==> src/rtl/wb_b3_burst_master_if.sv <==
// Wishbone B3 master/slave bus bundle used by the burst master.
interface wb_b3_burst_master_if #(
    parameter int AW = 32,
    parameter int DW = 32
);
    logic [AW-1:0] wb_adr_o;
    logic [DW-1:0] wb_dat_o;
    logic [3:0]    wb_sel_o;
    logic          wb_we_o;
    logic [1:0]    wb_bte_o;
    logic [2:0]    wb_cti_o;
    logic          wb_cyc_o;
    logic          wb_stb_o;
    logic [DW-1:0] wb_dat_i;
    logic          wb_ack_i;
    logic          wb_err_i;
    logic          wb_rty_i;

    modport master (
        output wb_adr_o, wb_dat_o, wb_sel_o, wb_we_o, wb_bte_o, wb_cti_o, wb_cyc_o, wb_stb_o,
        input  wb_dat_i, wb_ack_i, wb_err_i, wb_rty_i
    );

    modport slave (
        input  wb_adr_o, wb_dat_o, wb_sel_o, wb_we_o, wb_bte_o, wb_cti_o, wb_cyc_o, wb_stb_o,
        output wb_dat_i, wb_ack_i, wb_err_i, wb_rty_i
    );
endinterface

==> src/rtl/wb_b3_burst_master.sv <==
// Wishbone B3 burst master: runs one 1..16 beat read or write burst per command,
// with linear or wrapping addressing, err/rty abort and a stall watchdog.
//
// state | meaning
// IDLE  | waiting for a command, cmd_ready_o high
// BUS   | cycle open, beats issued until the last ack or an abort
// DONE  | one-cycle completion pulse with error flag and beat count
module wb_b3_burst_master #(
    parameter int DW      = 32,
    parameter int AW      = 32,
    parameter int TIMEOUT = 255
) (
    input  logic          wb_clk_i,
    input  logic          wb_rst_i,
    input  logic          cmd_valid_i,
    output logic          cmd_ready_o,
    input  logic          cmd_we_i,
    input  logic [AW-1:0] cmd_adr_i,
    input  logic [3:0]    cmd_len_i,
    input  logic [1:0]    cmd_bte_i,
    input  logic [DW-1:0] wr_data_i,
    input  logic          wr_valid_i,
    output logic          wr_ready_o,
    output logic [DW-1:0] rd_data_o,
    output logic          rd_valid_o,
    output logic          done_o,
    output logic          done_err_o,
    output logic [4:0]    done_beats_o,
    wb_b3_burst_master_if.master wb
);

    // one spare count so a watchdog of TIMEOUT cycles always fits
    localparam int WDW = $clog2(TIMEOUT + 2);

    typedef enum logic [1:0] {IDLE, BUS, DONE} state_t;

    state_t        state, state_nxt;
    logic          we_q;
    logic [3:0]    len_q;
    logic [1:0]    bte_q;
    logic [AW-1:0] adr_q;
    logic [2:0]    cti_q;
    logic [4:0]    beat_q;
    logic [WDW-1:0] wd_q;

    logic          in_bus;
    logic          stb;
    logic          term;
    logic          beat_ok;
    logic          stall;
    logic          wd_expire;
    logic          abort;
    logic          last_beat;
    logic          accept;
    logic [3:0]    wrap_inc;
    logic [3:0]    wrap_mask;
    logic [AW-1:0] adr_nxt;

    assign in_bus    = (state == BUS);
    assign stb       = in_bus & (~we_q | wr_valid_i);
    // err and rty both terminate the cycle and take priority over ack
    assign term      = wb.wb_err_i | wb.wb_rty_i;
    assign beat_ok   = stb & wb.wb_ack_i & ~term;
    assign stall     = stb & ~wb.wb_ack_i & ~term;
    assign wd_expire = (TIMEOUT != 0) && stall && ((wd_q + WDW'(1)) == WDW'(TIMEOUT));
    assign abort     = (stb & term) | wd_expire;
    assign last_beat = beat_ok & (beat_q == {1'b0, len_q});
    assign accept    = cmd_valid_i & (state == IDLE);

    // wrapping bursts only rotate the low word-index bits inside the wrap block
    always_comb begin
        wrap_mask = 4'b1111;
        case (bte_q)
            2'b01:   wrap_mask = 4'b0011;
            2'b10:   wrap_mask = 4'b0111;
            default: wrap_mask = 4'b1111;
        endcase
        wrap_inc = adr_q[5:2] + 4'd1;
        adr_nxt  = adr_q + AW'(4);
        if (bte_q != 2'b00) begin
            adr_nxt = {adr_q[AW-1:6], (adr_q[5:2] & ~wrap_mask) | (wrap_inc & wrap_mask), 2'b00};
        end
    end

    // state register
    always_ff @(posedge wb_clk_i or negedge wb_rst_i) begin
        if (!wb_rst_i) state <= IDLE;
        else           state <= state_nxt;
    end

    // next-state decode
    always_comb begin
        state_nxt = state;
        case (state)
            IDLE:    if (cmd_valid_i) state_nxt = BUS;
            BUS:     if (abort || last_beat) state_nxt = DONE;
            DONE:    state_nxt = IDLE;
            default: state_nxt = IDLE;
        endcase
    end

    // burst context, address/cti sequencing, watchdog and completion status
    always_ff @(posedge wb_clk_i or negedge wb_rst_i) begin
        if (!wb_rst_i) begin
            we_q         <= 1'b0;
            len_q        <= '0;
            bte_q        <= '0;
            adr_q        <= '0;
            cti_q        <= '0;
            beat_q       <= '0;
            wd_q         <= '0;
            rd_valid_o   <= 1'b0;
            rd_data_o    <= '0;
            done_err_o   <= 1'b0;
            done_beats_o <= '0;
        end else begin
            rd_valid_o <= beat_ok & ~we_q;
            if (accept) begin
                we_q   <= cmd_we_i;
                len_q  <= cmd_len_i;
                bte_q  <= cmd_bte_i;
                adr_q  <= cmd_adr_i & ~AW'(3);
                cti_q  <= (cmd_len_i == 4'd0) ? 3'b000 : 3'b010;
                beat_q <= '0;
                wd_q   <= '0;
            end else if (beat_ok) begin
                beat_q <= beat_q + 5'd1;
                wd_q   <= '0;
                adr_q  <= adr_nxt;
                if (!we_q) rd_data_o <= wb.wb_dat_i;
                // the next beat is the final one: announce end-of-burst
                if (len_q != 4'd0 && beat_q == ({1'b0, len_q} - 5'd1)) cti_q <= 3'b111;
            end else if (stall && TIMEOUT != 0) begin
                wd_q <= wd_q + WDW'(1);
            end
            if (in_bus && (abort || last_beat)) begin
                done_err_o   <= abort;
                done_beats_o <= last_beat ? beat_q + 5'd1 : beat_q;
            end
        end
    end

    assign cmd_ready_o = (state == IDLE);
    assign done_o      = (state == DONE);
    assign wr_ready_o  = stb & we_q & wb.wb_ack_i & ~term;

    assign wb.wb_cyc_o = in_bus;
    assign wb.wb_stb_o = stb;
    assign wb.wb_we_o  = we_q;
    assign wb.wb_bte_o = bte_q;
    assign wb.wb_cti_o = cti_q;
    assign wb.wb_adr_o = adr_q;
    assign wb.wb_sel_o = {4{in_bus}};
    assign wb.wb_dat_o = wr_data_i;

endmodule

==> src/flat_wrapper.sv <==
// flat-port wrapper written by rule: the top's interface ports become plain ports
module wb_b3_burst_master_flat 
#(
    parameter int DW      = 32,
    parameter int AW      = 32,
    parameter int TIMEOUT = 255
)
  (wb_clk_i, wb_rst_i, cmd_valid_i, cmd_ready_o, cmd_we_i, cmd_adr_i, cmd_len_i, cmd_bte_i, wr_data_i, wr_valid_i, wr_ready_o, rd_data_o, rd_valid_o, done_o, done_err_o, done_beats_o, wb_wb_adr_o, wb_wb_dat_o, wb_wb_sel_o, wb_wb_we_o, wb_wb_bte_o, wb_wb_cti_o, wb_wb_cyc_o, wb_wb_stb_o, wb_wb_dat_i, wb_wb_ack_i, wb_wb_err_i, wb_wb_rty_i);
  wb_b3_burst_master_if #(.AW(AW), .DW(DW)) wb_i ();
  input  logic wb_clk_i;
  input  logic wb_rst_i;
  input  logic cmd_valid_i;
  output logic cmd_ready_o;
  input  logic cmd_we_i;
  input  logic [AW-1:0] cmd_adr_i;
  input  logic [3:0] cmd_len_i;
  input  logic [1:0] cmd_bte_i;
  input  logic [DW-1:0] wr_data_i;
  input  logic wr_valid_i;
  output logic wr_ready_o;
  output logic [DW-1:0] rd_data_o;
  output logic rd_valid_o;
  output logic done_o;
  output logic done_err_o;
  output logic [4:0] done_beats_o;
  output wire logic [$bits(wb_i.wb_adr_o)-1:0] wb_wb_adr_o;
  output wire logic [$bits(wb_i.wb_dat_o)-1:0] wb_wb_dat_o;
  output wire logic [$bits(wb_i.wb_sel_o)-1:0] wb_wb_sel_o;
  output wire logic [$bits(wb_i.wb_we_o)-1:0] wb_wb_we_o;
  output wire logic [$bits(wb_i.wb_bte_o)-1:0] wb_wb_bte_o;
  output wire logic [$bits(wb_i.wb_cti_o)-1:0] wb_wb_cti_o;
  output wire logic [$bits(wb_i.wb_cyc_o)-1:0] wb_wb_cyc_o;
  output wire logic [$bits(wb_i.wb_stb_o)-1:0] wb_wb_stb_o;
  input wire logic [$bits(wb_i.wb_dat_i)-1:0] wb_wb_dat_i;
  input wire logic [$bits(wb_i.wb_ack_i)-1:0] wb_wb_ack_i;
  input wire logic [$bits(wb_i.wb_err_i)-1:0] wb_wb_err_i;
  input wire logic [$bits(wb_i.wb_rty_i)-1:0] wb_wb_rty_i;
  assign wb_wb_adr_o = wb_i.wb_adr_o;
  assign wb_wb_dat_o = wb_i.wb_dat_o;
  assign wb_wb_sel_o = wb_i.wb_sel_o;
  assign wb_wb_we_o = wb_i.wb_we_o;
  assign wb_wb_bte_o = wb_i.wb_bte_o;
  assign wb_wb_cti_o = wb_i.wb_cti_o;
  assign wb_wb_cyc_o = wb_i.wb_cyc_o;
  assign wb_wb_stb_o = wb_i.wb_stb_o;
  assign wb_i.wb_dat_i = wb_wb_dat_i;
  assign wb_i.wb_ack_i = wb_wb_ack_i;
  assign wb_i.wb_err_i = wb_wb_err_i;
  assign wb_i.wb_rty_i = wb_wb_rty_i;
  wb_b3_burst_master #(.DW(DW), .AW(AW), .TIMEOUT(TIMEOUT)) u_core (.wb_clk_i(wb_clk_i), .wb_rst_i(wb_rst_i), .cmd_valid_i(cmd_valid_i), .cmd_ready_o(cmd_ready_o), .cmd_we_i(cmd_we_i), .cmd_adr_i(cmd_adr_i), .cmd_len_i(cmd_len_i), .cmd_bte_i(cmd_bte_i), .wr_data_i(wr_data_i), .wr_valid_i(wr_valid_i), .wr_ready_o(wr_ready_o), .rd_data_o(rd_data_o), .rd_valid_o(rd_valid_o), .done_o(done_o), .done_err_o(done_err_o), .done_beats_o(done_beats_o), .wb(wb_i));
endmodule
==> config.mk <==
export PLATFORM = sky130hd
export DESIGN_NAME = wb_b3_burst_master_flat
export DESIGN_NICKNAME = d
export VERILOG_FILES = /design/src/rtl/wb_b3_burst_master_if.sv /design/src/rtl/wb_b3_burst_master.sv /design/src/flat_wrapper.sv
export SDC_FILE = /design/constraint.sdc
export NUM_CORES = 1
export LEC_CHECK = 0
export CORE_UTILIZATION = 51
export CTS_CLUSTER_DIAMETER = 100
export DETAILED_ROUTE_END_ITERATION = 10
export DONT_BUFFER_PORTS = 1
export HOLD_SLACK_MARGIN = 0.1
export PLACE_DENSITY = 0.66
export SLEW_MARGIN = 0
export SYNTH_ARGS = -nofsm -noshare
export SYNTH_HDL_FRONTEND = slang
export SYNTH_SLANG_ARGS = --single-unit
==> constraint.sdc <==
create_clock -name wb_clk_i -period 2.6 [get_ports wb_clk_i]
set_clock_uncertainty 0.05 [all_clocks]
set_input_delay 0.39 -clock wb_clk_i [delete_from_list [all_inputs] [get_ports wb_clk_i]]
set_output_delay 0.39 -clock wb_clk_i [all_outputs]
set_load 0.03 [all_outputs]
==> impl_metrics.py, run 1 <==
metrics = {
    "timing": {
        "clock.fmax_ghz": 0.408,
        "finalCriticalPeriod_ns": 2.45,
        "rsz0062_at_grt": "no",
        "fin_setup_tns_ns": 0,
        "worst_pin_slew_ns": 0.578,
        "max_slew_margin": 0.614,
        "holdWs_ns": -0.343,
        "finalHoldViolations": 94,
        "fin_crit_sh": 0.944,
        "finalSetupViolations": 0,
        "slew_violations": 0,
    },
    "drt": {
        "dr.pass1.iters": 4,
        "final_antenna_net_count": 0,
        "drt_iter0_drc": 138,
        "routed_wl_um": 11100,
        "dr_total_vias": 3612,
        "post_drt_wl_per_cell_um": 16.9,
        "route.detailed.drc": 0,
        "vias_per_cell": 5.51,
    },
    "clock_tree": {
        "cts.path.max_buffers": 2,
        "cts_buffers": 9,
        "clk_latency_ns": 0.36,
        "cts_tree": "built",
        "clk_pin_slew_worst_paths_ns": 0.10,
        "root_buffer": "clkbuf_8",
        "cts_max_level": 3,
        "cts_sinks": 94,
    },
    "power_and_ir_drop": {
        "p_per_area_nw_per_um2": 1240,
        "leakage_uw": 0.00238,
        "p_clk_frac": 0.171,
        "combPwrFrac": 0.348,
        "swShare": 0.467,
        "pwr-share-seq": 0.481,
        "vdd_drop_max_uv": 626,
        "p_int_uw": 3720,
        "p_sw_uw": 3250,
    },
    "critical_path": {
        "critical_path.max_fanout": 6,
        "r2r_setup_slack_ns": 0.15,
        "critPathRequiredTime_ns": 2.84,
        "arrival_ns": 2.69,
        "worstSetupEndpointType": "flop",
        "crit_type": "flop to flop",
        "startpoint_type": "flop",
    },
    "cells_and_area": {
        "layout-drive-gt1-share": 0.192,
        "fill_cells": 796,
        "final_common_cell": "dfrtp_1",
        "antenna_cells": 0,
        "nets": 639,
        "area_growth_pct": 14.6,
        "final_area_um2": 5630,
        "layout_common_cells": "dfrtp_1, nand2_1, o21ai_0",
    },
    "yosys": {
        "ys.flop_type": "dfrtp_1",
        "synth_seq_area_share": 0.479,
        "syn_inst": 495,
        "netlist_area_um2": 4910,
        "synth.distinct_cells": 49,
        "async_flop_share": 1.00,
        "synth_area_per_cell_um2": 9.92,
        "ys_ff_latch": 94,
        "synth_top_area_frac": 0.479,
        "yosysTopAreaCell": "dfrtp_1",
        "synth_area_leaders": "dfrtp_1, mux2_2, buf_4",
        "synth-edff-count": 0,
        "ys.warnings.count": 0,
    },
    "global_routing": {
        "grt_start_max_net_pins": 95,
        "grt_pass1_wl_um": 17500,
        "grt_util_all_layers": 0.224,
        "grt_overflow": 0,
        "antenna_found_initial": 0,
        "grt_pass1_vias": 3587,
    },
    "placement": {
        "io_buffers": 0,
        "dp_hpwl_um": 7680,
        "gp_congestion": 0.850,
        "dpl-instance-area_um2": 5000,
    },
    "floorplan": {
        "core_um2": 9280,
        "top_level_ports": 228,
        "start_util": 0.529,
        "rows": 35,
        "die_y_um": 100,
        "die_x_um": 100,
        "die_area_um2": 10000,
    },
    "run_status": {
        "outcome": "finished with violations",
        "violations": "negative hold slack",
    },
    "run": {
        "drv_cap": 0,
    },
    "min_path": {
        "hold_path_class": "input port to asynchronous set/reset pin",
    },
}
## cells by family after synthesis
logic type	after synthesis	synth area share
XOR/XNOR	35	0.0624
other	1	0.000764
adder cells (fa/ha/maj)	7	0.0178
AO/OA/AOI/OAI	77	0.0958
AND/OR/NAND/NOR	174	0.179
multiplexers	34	0.0780
flip-flops	94	0.479
buffers and inverters	73	0.0869
## power by group through the flow
stage,combinational [uW],clock (uW),sequential [uW]
after global placement,2310,0,3360
final,2430,1190,3360
after CTS,2420,1210,3360
after global routing,2670,1270,3440
after floorplan,1510,0,3640
after detailed placement,2380,0,3390
## path summary, 6_finish.rpt
path                       cells after the start                endpoint                   from
max                                            8  u_core.wb.wb_adr_o[31]  u_core.wb.wb_bte_o[0]
min reg2reg                                    2         u_core.len_q[3]        u_core.len_q[3]
max reg2reg                                    8  u_core.wb.wb_adr_o[31]  u_core.wb.wb_bte_o[0]
max in group asynchronous                      0          u_core.wd_q[1]               wb_rst_i
min                                            0  u_core.done_beats_o[4]               wb_rst_i
min in group wb_clk_i                          1   u_core.wb.wb_adr_o[2]           cmd_adr_i[2]
## synthesized netlist by cell type (2+ instances only)
cell       n
a21boi_0   2
inv_1     13
and2_1     6
nand3_1   24
o21a_1     2
xor2_1    10
clkbuf_1  14
nor2b_1    3
o211ai_1   4
a31o_2     2
buf_2      5
buf_4     39
nor2_1    25
nor4_1     6
nor3_1     9
nand2b_1   3
ha_1       7
nand2_1   61
a31oi_1    5
or3_1      4
buf_1      2
xnor2_1   25
and3_1     9
dfrtp_1   94
a21oi_1    9
and4_1     3
a21o_1     2
o21ai_0   40
or2_2      4
o211a_1    2
mux2_2    34
nand4_1    9
o311ai_0   2
## registers in the layout, summed over array words and instances (netlist names)
name / count
u_core.wb.wb_bte_o: 2
u_core.len_q: 4
u_core.wb.wb_we_o: 1
u_core.rd_data_o: 32
u_core.rd_valid_o: 1
u_core.state: 2
u_core.wb.wb_cti_o: 2
u_core.done_beats_o: 5
u_core.done_err_o: 1
u_core.wd_q: 9
u_core.wb.wb_adr_o: 30
u_core.beat_q: 5
## layout make-up
type | count | area, um2 | share of cell area
multi-input cells | 329 | 2140 | 0.381
clock inverters | 6 | 116 | 0.0207
clock buffers | 10 | 128 | 0.0227
inverters | 13 | 48.8 | 0.00867
flip-flops and latches | 94 | 2350 | 0.418
repair buffers | 75 | 681 | 0.121
well taps | 129 | 161 | 0.0287
## critical path, cell delays in order, from the launching register on
cell and delay, ns:
dfrtp_1 0.41, inv_1 0.10, ha_2 0.21, and3_1 0.17
nand4_1 0.18, or2_2 0.35, or3_4 0.42, or3_1 0.35
a31oi_1 0.16
## through the flow
| stage | cells | hold slack [ns] | util | worst slack (ns) | total power [uW] |
|---|---|---|---|---|---|
| final | 656 | -0.343 | 0.606 | 0.146 | 6970 |
| after global routing | 656 | -0.373 | 0.606 | 0.00642 | 7370 |
| after floorplan | 496 | 0.0444 | - | 0.00275 | 5150 |
| after CTS | 645 | -0.360 | 0.594 | 0.0612 | 6990 |
| after detailed placement | 602 | 0.0464 | 0.539 | 0.0748 | 5770 |
| after global placement | 602 | 0.0461 | 0.539 | 0.168 | 5670 |
## routing by layer
layer / vias to the layer above / wire [um] / global-route usage / share of wire
met3: 20 / 740 / 0.0682 / 0.067
met2: 123 / 5580 / 0.367 / 0.50
met1: 1747 / 4660 / 0.281 / 0.42
met5: - / 0 / 0 / 0
met4: 0 / 135 / 0.0803 / 0.012
li1: 1722 / - / - / -
## what timing repair did
item                                    in CTS  in global routing
buffers inserted                             0                  1
endpoints found under the setup margin       0                  3
hold endpoints to repair                   121                104
hold buffers                                27                 10
gates resized for setup                      0                  1
Note: power is estimated with default switching activity, not from simulation.
==> run 2: changes to the inputs <==
CORE_UTILIZATION = 46   (was 51)
PLACE_DENSITY = unset   (was 0.66)
==> run 2 against run 1 <==
  * The run still ends with negative hold slack left
  * Critical endpoint unchanged
  * Cell count shrank 0.15%
  * Count of clock-buffer cells in the layout is the same
  * First-iteration DRC count shrank 14%
  * Power shrank 3.4%
  * Largest cell class unchanged
==> impl_metrics.py, run 2 (synthesized netlist as in run 1, its figures left out) <==
metrics = {
    "run_status": {
        "outcome": "finished with violations",
        "violations": "negative hold slack",
    },
    "floorplan": {
        "start_util": 0.476,
        "top_level_ports": 228,
        "rows": 37,
        "die_area_um2": 11100,
        "die_x_um": 105,
        "core_um2": 10300,
        "die_y_um": 105,
    },
    "drt": {
        "routed_wl_um": 10900,
        "route.detailed.drc": 0,
        "vias_per_cell": 5.42,
        "dr_total_vias": 3552,
        "final_antenna_net_count": 0,
        "dr.pass1.iters": 4,
        "drt_iter0_drc": 119,
        "post_drt_wl_per_cell_um": 16.6,
    },
    "power_and_ir_drop": {
        "p_per_area_nw_per_um2": 1220,
        "leakage_uw": 0.00232,
        "vdd_drop_max_uv": 617,
        "power_uw": 6730,
    },
    "run": {
        "drv_cap": 0,
    },
    "cells_and_area": {
        "layout_common_cells": "dfrtp_1, nand2_1, o21ai_0",
        "top_register": "u_core.rd_data_o",
        "area_growth_pct": 12.5,
        "regArea_um2": 2350,
        "final_common_cell": "dfrtp_1",
        "fill_cells": 925,
        "nets": 631,
        "layout-drive-gt1-share": 0.197,
        "multi_input_area_um2": 2150,
        "antenna_cells": 0,
        "largest_register_ffs": 32,
    },
    "timing": {
        "finalSetupViolations": 0,
        "fin_setup_tns_ns": 0,
        "clock.fmax_ghz": 0.409,
        "fin_crit_sh": 0.941,
        "worst_pin_slew_ns": 0.579,
        "max_slew_margin": 0.613,
        "slew_violations": 0,
        "finalHoldViolations": 94,
        "holdWs_ns": -0.335,
        "finalCriticalPeriod_ns": 2.45,
        "rsz0062_at_grt": "yes",
    },
    "critical_path": {
        "worstSetupEndpointType": "flop",
        "critPathRequiredTime_ns": 2.83,
        "startpoint_type": "flop",
        "crit_type": "flop to flop",
        "critical_path.max_fanout": 6,
        "arrival_ns": 2.68,
    },
    "global_routing": {
        "grt_start_max_net_pins": 95,
        "grt_overflow": 0,
        "met3_usage": 0.0668,
        "grt_util_all_layers": 0.204,
        "met2_usage": 0.328,
        "grt_pass1_wl_um": 17900,
        "antenna_found_initial": 0,
        "busiest_layer": "met2",
        "use_met1": 0.259,
        "grt_pass1_vias": 3585,
    },
    "clock_tree": {
        "cts_buffers": 9,
        "cts_sinks": 94,
        "cts.path.max_buffers": 2,
        "root_buffer": "clkbuf_8",
        "clk_pin_slew_worst_paths_ns": 0.09,
        "clk_latency_ns": 0.36,
        "cts_tree": "built",
        "cts_max_level": 3,
        "post_cts_buffers": 0,
    },
    "placement": {
        "gp_congestion": 0.860,
        "io_buffers": 0,
        "dp_hpwl_um": 7840,
    },
    "min_path": {
        "hold_path_class": "input port to asynchronous set/reset pin",
    },
}
run 2: power breakdown:
group / internal, uW / leakage, uW / total [uW] / switching, uW
logic: 1010 / 0.00105 / 2410 / 1400
clock network: 452 / 0.0000931 / 979 / 527
registers: 2060 / 0.00118 / 3340 / 1280
total: 3520 / 0.00232 / 6730 / 3220
run 2: layout make-up:
class,count,share of cell area
repair buffers,67,0.109
flip-flops and latches,94,0.426
inverters,13,0.00883
clock inverters,6,0.0129
well taps,136,0.0308
multi-input cells,329,0.390
clock buffers,10,0.0231
run 2: per-layer routing:
metal / vias to the layer above / share of wire / routed length (um)
met5: - / 0 / 0
met4: 0 / 0.011 / 123
met3: 18 / 0.066 / 722
met2: 88 / 0.48 / 5210
met1: 1738 / 0.44 / 4840
li1: 1708 / - / -
run 2: final timing paths:
kind | start | endpoint | slack, ns | cells after the start
worst max-delay path | u_core.wb.wb_bte_o[1] | u_core.wb.wb_adr_o[31] | 0.15 | 8
worst min-delay path | wb_rst_i | u_core.wb.wb_adr_o[5] | -0.33 | 0
worst max register to register | u_core.wb.wb_bte_o[1] | u_core.wb.wb_adr_o[31] | 0.15 | 8
worst min register to register | u_core.len_q[3] | u_core.len_q[3] | 0.48 | 2
max in group asynchronous | wb_rst_i | u_core.wd_q[4] | 2.64 | 0
min in group wb_clk_i | cmd_adr_i[18] | u_core.wb.wb_adr_o[18] | 0.12 | 2
run 2: worst max-delay path, stage by stage, from the launching register on:
cell and delay (ns):
dfrtp_1 0.38, inv_1 0.10, ha_2 0.22, and3_1 0.17, nand4_1 0.23, or2_4 0.32, or3_4 0.41, or3_1 0.35
a31oi_1 0.16
run 2: repair_timing:
item	4_1_cts	5_1_grt
endpoints found under the setup margin	0	4
endpoints found under the hold margin	119	99
resized for setup	0	4
hold buffers	25	5
run 2: through the flow:
step	instance area, um2	utilization	worst slack, ns	cells
2_1_floorplan	4910	-	0.00275	496
3_3_place_gp	5010	0.486	0.169	609
3_5_place_dp	5010	0.486	0.116	609
4_1_cts	5460	0.529	0.0951	650
5_1_grt	5530	0.535	-0.0113	655
6_report	5530	0.535	0.153	655
==> run 3: changes to the inputs <==
SKIP_LAST_GASP = 1   (was unset)
==> run 3 against run 2 <==
  * The flow still finishes with violations (negative hold slack)
  * Critical path type unchanged
  * Global-route usage is the same
  * Wire length grew 0.14%
  * Register-to-register slack is essentially flat
  * Critical path depth is the same
  * Sequential power is essentially flat
  * Largest power group unchanged
  * Largest cell class unchanged
  * Cell count is the same
  * Fmax grew 0.11%
  * Flip-flop and latch count is the same
  * Non-clock buffer count is the same
  * Final area is the same
==> impl_metrics.py, run 3 (synthesized netlist as in run 1, its figures left out) <==
metrics = {
    "run_status": {
        "outcome": "finished with violations",
        "violations": "negative hold slack",
    },
    "clock_tree": {
        "cts_buffers": 9,
        "root_buffer": "clkbuf_8",
        "post_cts_buffers": 0,
        "cts.path.max_buffers": 2,
        "clk_latency_ns": 0.36,
        "cts_sinks": 94,
        "cts_max_level": 3,
        "clk_pin_slew_worst_paths_ns": 0.09,
        "cts_tree": "built",
    },
    "global_routing": {
        "grt_pass1_vias": 3585,
        "grt_pass1_wl_um": 17900,
        "grt_overflow": 0,
        "grt_util_all_layers": 0.204,
        "antenna_found_initial": 0,
        "grt_start_max_net_pins": 95,
    },
    "timing": {
        "worst_pin_slew_ns": 0.579,
        "clock.fmax_ghz": 0.409,
        "fin_crit_sh": 0.940,
        "rsz0062_at_grt": "yes",
        "finalHoldViolations": 94,
        "holdWs_ns": -0.336,
        "max_slew_margin": 0.613,
        "fin_setup_tns_ns": 0,
        "finalSetupViolations": 0,
        "finalCriticalPeriod_ns": 2.44,
        "slew_violations": 0,
    },
    "cells_and_area": {
        "area_growth_pct": 12.5,
        "layout-drive-gt1-share": 0.197,
        "nets": 631,
        "fill_cells": 925,
        "final_common_cell": "dfrtp_1",
        "largest_register_ffs": 32,
        "antenna_cells": 0,
        "multi_input_area_um2": 2150,
        "final_area_um2": 5530,
        "top_register": "u_core.rd_data_o",
        "regArea_um2": 2350,
        "layout_common_cells": "dfrtp_1, nand2_1, o21ai_0",
    },
    "drt": {
        "post_drt_wl_per_cell_um": 16.6,
        "dr.pass1.iters": 4,
        "vias_per_cell": 5.43,
        "routed_wl_um": 10900,
        "route.detailed.drc": 0,
        "drt_iter0_drc": 119,
        "final_antenna_net_count": 0,
        "dr_total_vias": 3557,
    },
    "critical_path": {
        "crit_buf_inv": 1,
        "arrival_ns": 2.67,
        "cpPeakStageDelay_ns": 0.41,
        "critPathRequiredTime_ns": 2.83,
        "slowest_stage": "or3_4",
        "crit_type": "flop to flop",
        "worstSetupEndpointType": "flop",
        "startpoint_type": "flop",
        "crit_family": "simple AND/OR/NAND/NOR gates",
        "critical_path.max_fanout": 6,
        "cp_cell_sequence": "inv_1 -> ha_2 -> and3_1 -> nand4_1 -> or2_4 -> or3_4 -> or3_1 -> a31oi_1",
    },
    "min_path": {
        "hold_path_class": "input port to asynchronous set/reset pin",
    },
    "placement": {
        "dpl-instance-area_um2": 5010,
        "dp_hpwl_um": 7840,
        "gp_congestion": 0.860,
        "io_buffers": 0,
    },
    "power_and_ir_drop": {
        "vdd_drop_max_uv": 617,
        "p_per_area_nw_per_um2": 1220,
        "leakage_uw": 0.00232,
    },
    "floorplan": {
        "die_x_um": 105,
        "die_area_um2": 11100,
        "core_um2": 10300,
        "top_level_ports": 228,
        "start_util": 0.476,
        "rows": 37,
        "die_y_um": 105,
    },
    "run": {
        "drv_cap": 0,
    },
}
run 3: cell counts in the layout (fill, tap and decap cells not counted):
Identical to the previous run, type by type.
run 3: area by class of cell:
class / instances / area share
clock inverters: 6 / 0.0129
repair buffers: 67 / 0.109
inverters: 13 / 0.00883
flip-flops and latches: 94 / 0.426
multi-input cells: 329 / 0.390
clock buffers: 10 / 0.0231
well taps: 136 / 0.0308
run 3: repair_timing:
action | 4_1_cts | 5_1_grt
hold endpoints to repair | 119 | 99
setup endpoints to repair | 0 | 4
resized for setup | 0 | 4
hold buffers | 25 | 5
run 3: metal layers:
metal / track usage / wire, um / up-vias / part of all wire
li1: - / - / 1708 / -
met1: 0.259 / 4830 / 1739 / 0.44
met2: 0.328 / 5180 / 90 / 0.47
met3: 0.0668 / 748 / 20 / 0.069
met4: 0.0674 / 145 / 0 / 0.013
met5: 0 / 0 / - / 0
run 3: where the power goes:
group | internal, uW | total, uW | switching (uW)
Sequential | 2060 | 3340 | 1280
Combinational | 1010 | 2410 | 1400
Clock | 452 | 980 | 529
run 3: final timing paths:
path	startpoint	endpoint	slack (ns)	depth (start not counted)
max	u_core.wb.wb_bte_o[1]	u_core.wb.wb_adr_o[31]	0.16	8
min	wb_rst_i	u_core.wb.wb_adr_o[5]	-0.34	0
max reg2reg	u_core.wb.wb_bte_o[1]	u_core.wb.wb_adr_o[31]	0.16	8
min reg2reg	u_core.len_q[3]	u_core.len_q[3]	0.48	2
max in group asynchronous	wb_rst_i	u_core.wd_q[4]	2.64	0
min in group wb_clk_i	cmd_adr_i[18]	u_core.wb.wb_adr_o[18]	0.12	2
run 3: through the flow:
step	hold WS, ns	setup slack [ns]	instances	utilization	power (uW)
6_report	-0.336	0.156	655	0.535	6740
5_1_grt	-0.365	-0.0113	655	0.535	7160
4_1_cts	-0.360	0.0951	650	0.529	6780
3_5_place_dp	0.0466	0.116	609	0.486	5770
3_3_place_gp	0.0466	0.169	609	0.486	5690
2_1_floorplan	0.0444	0.00275	496	-	5150
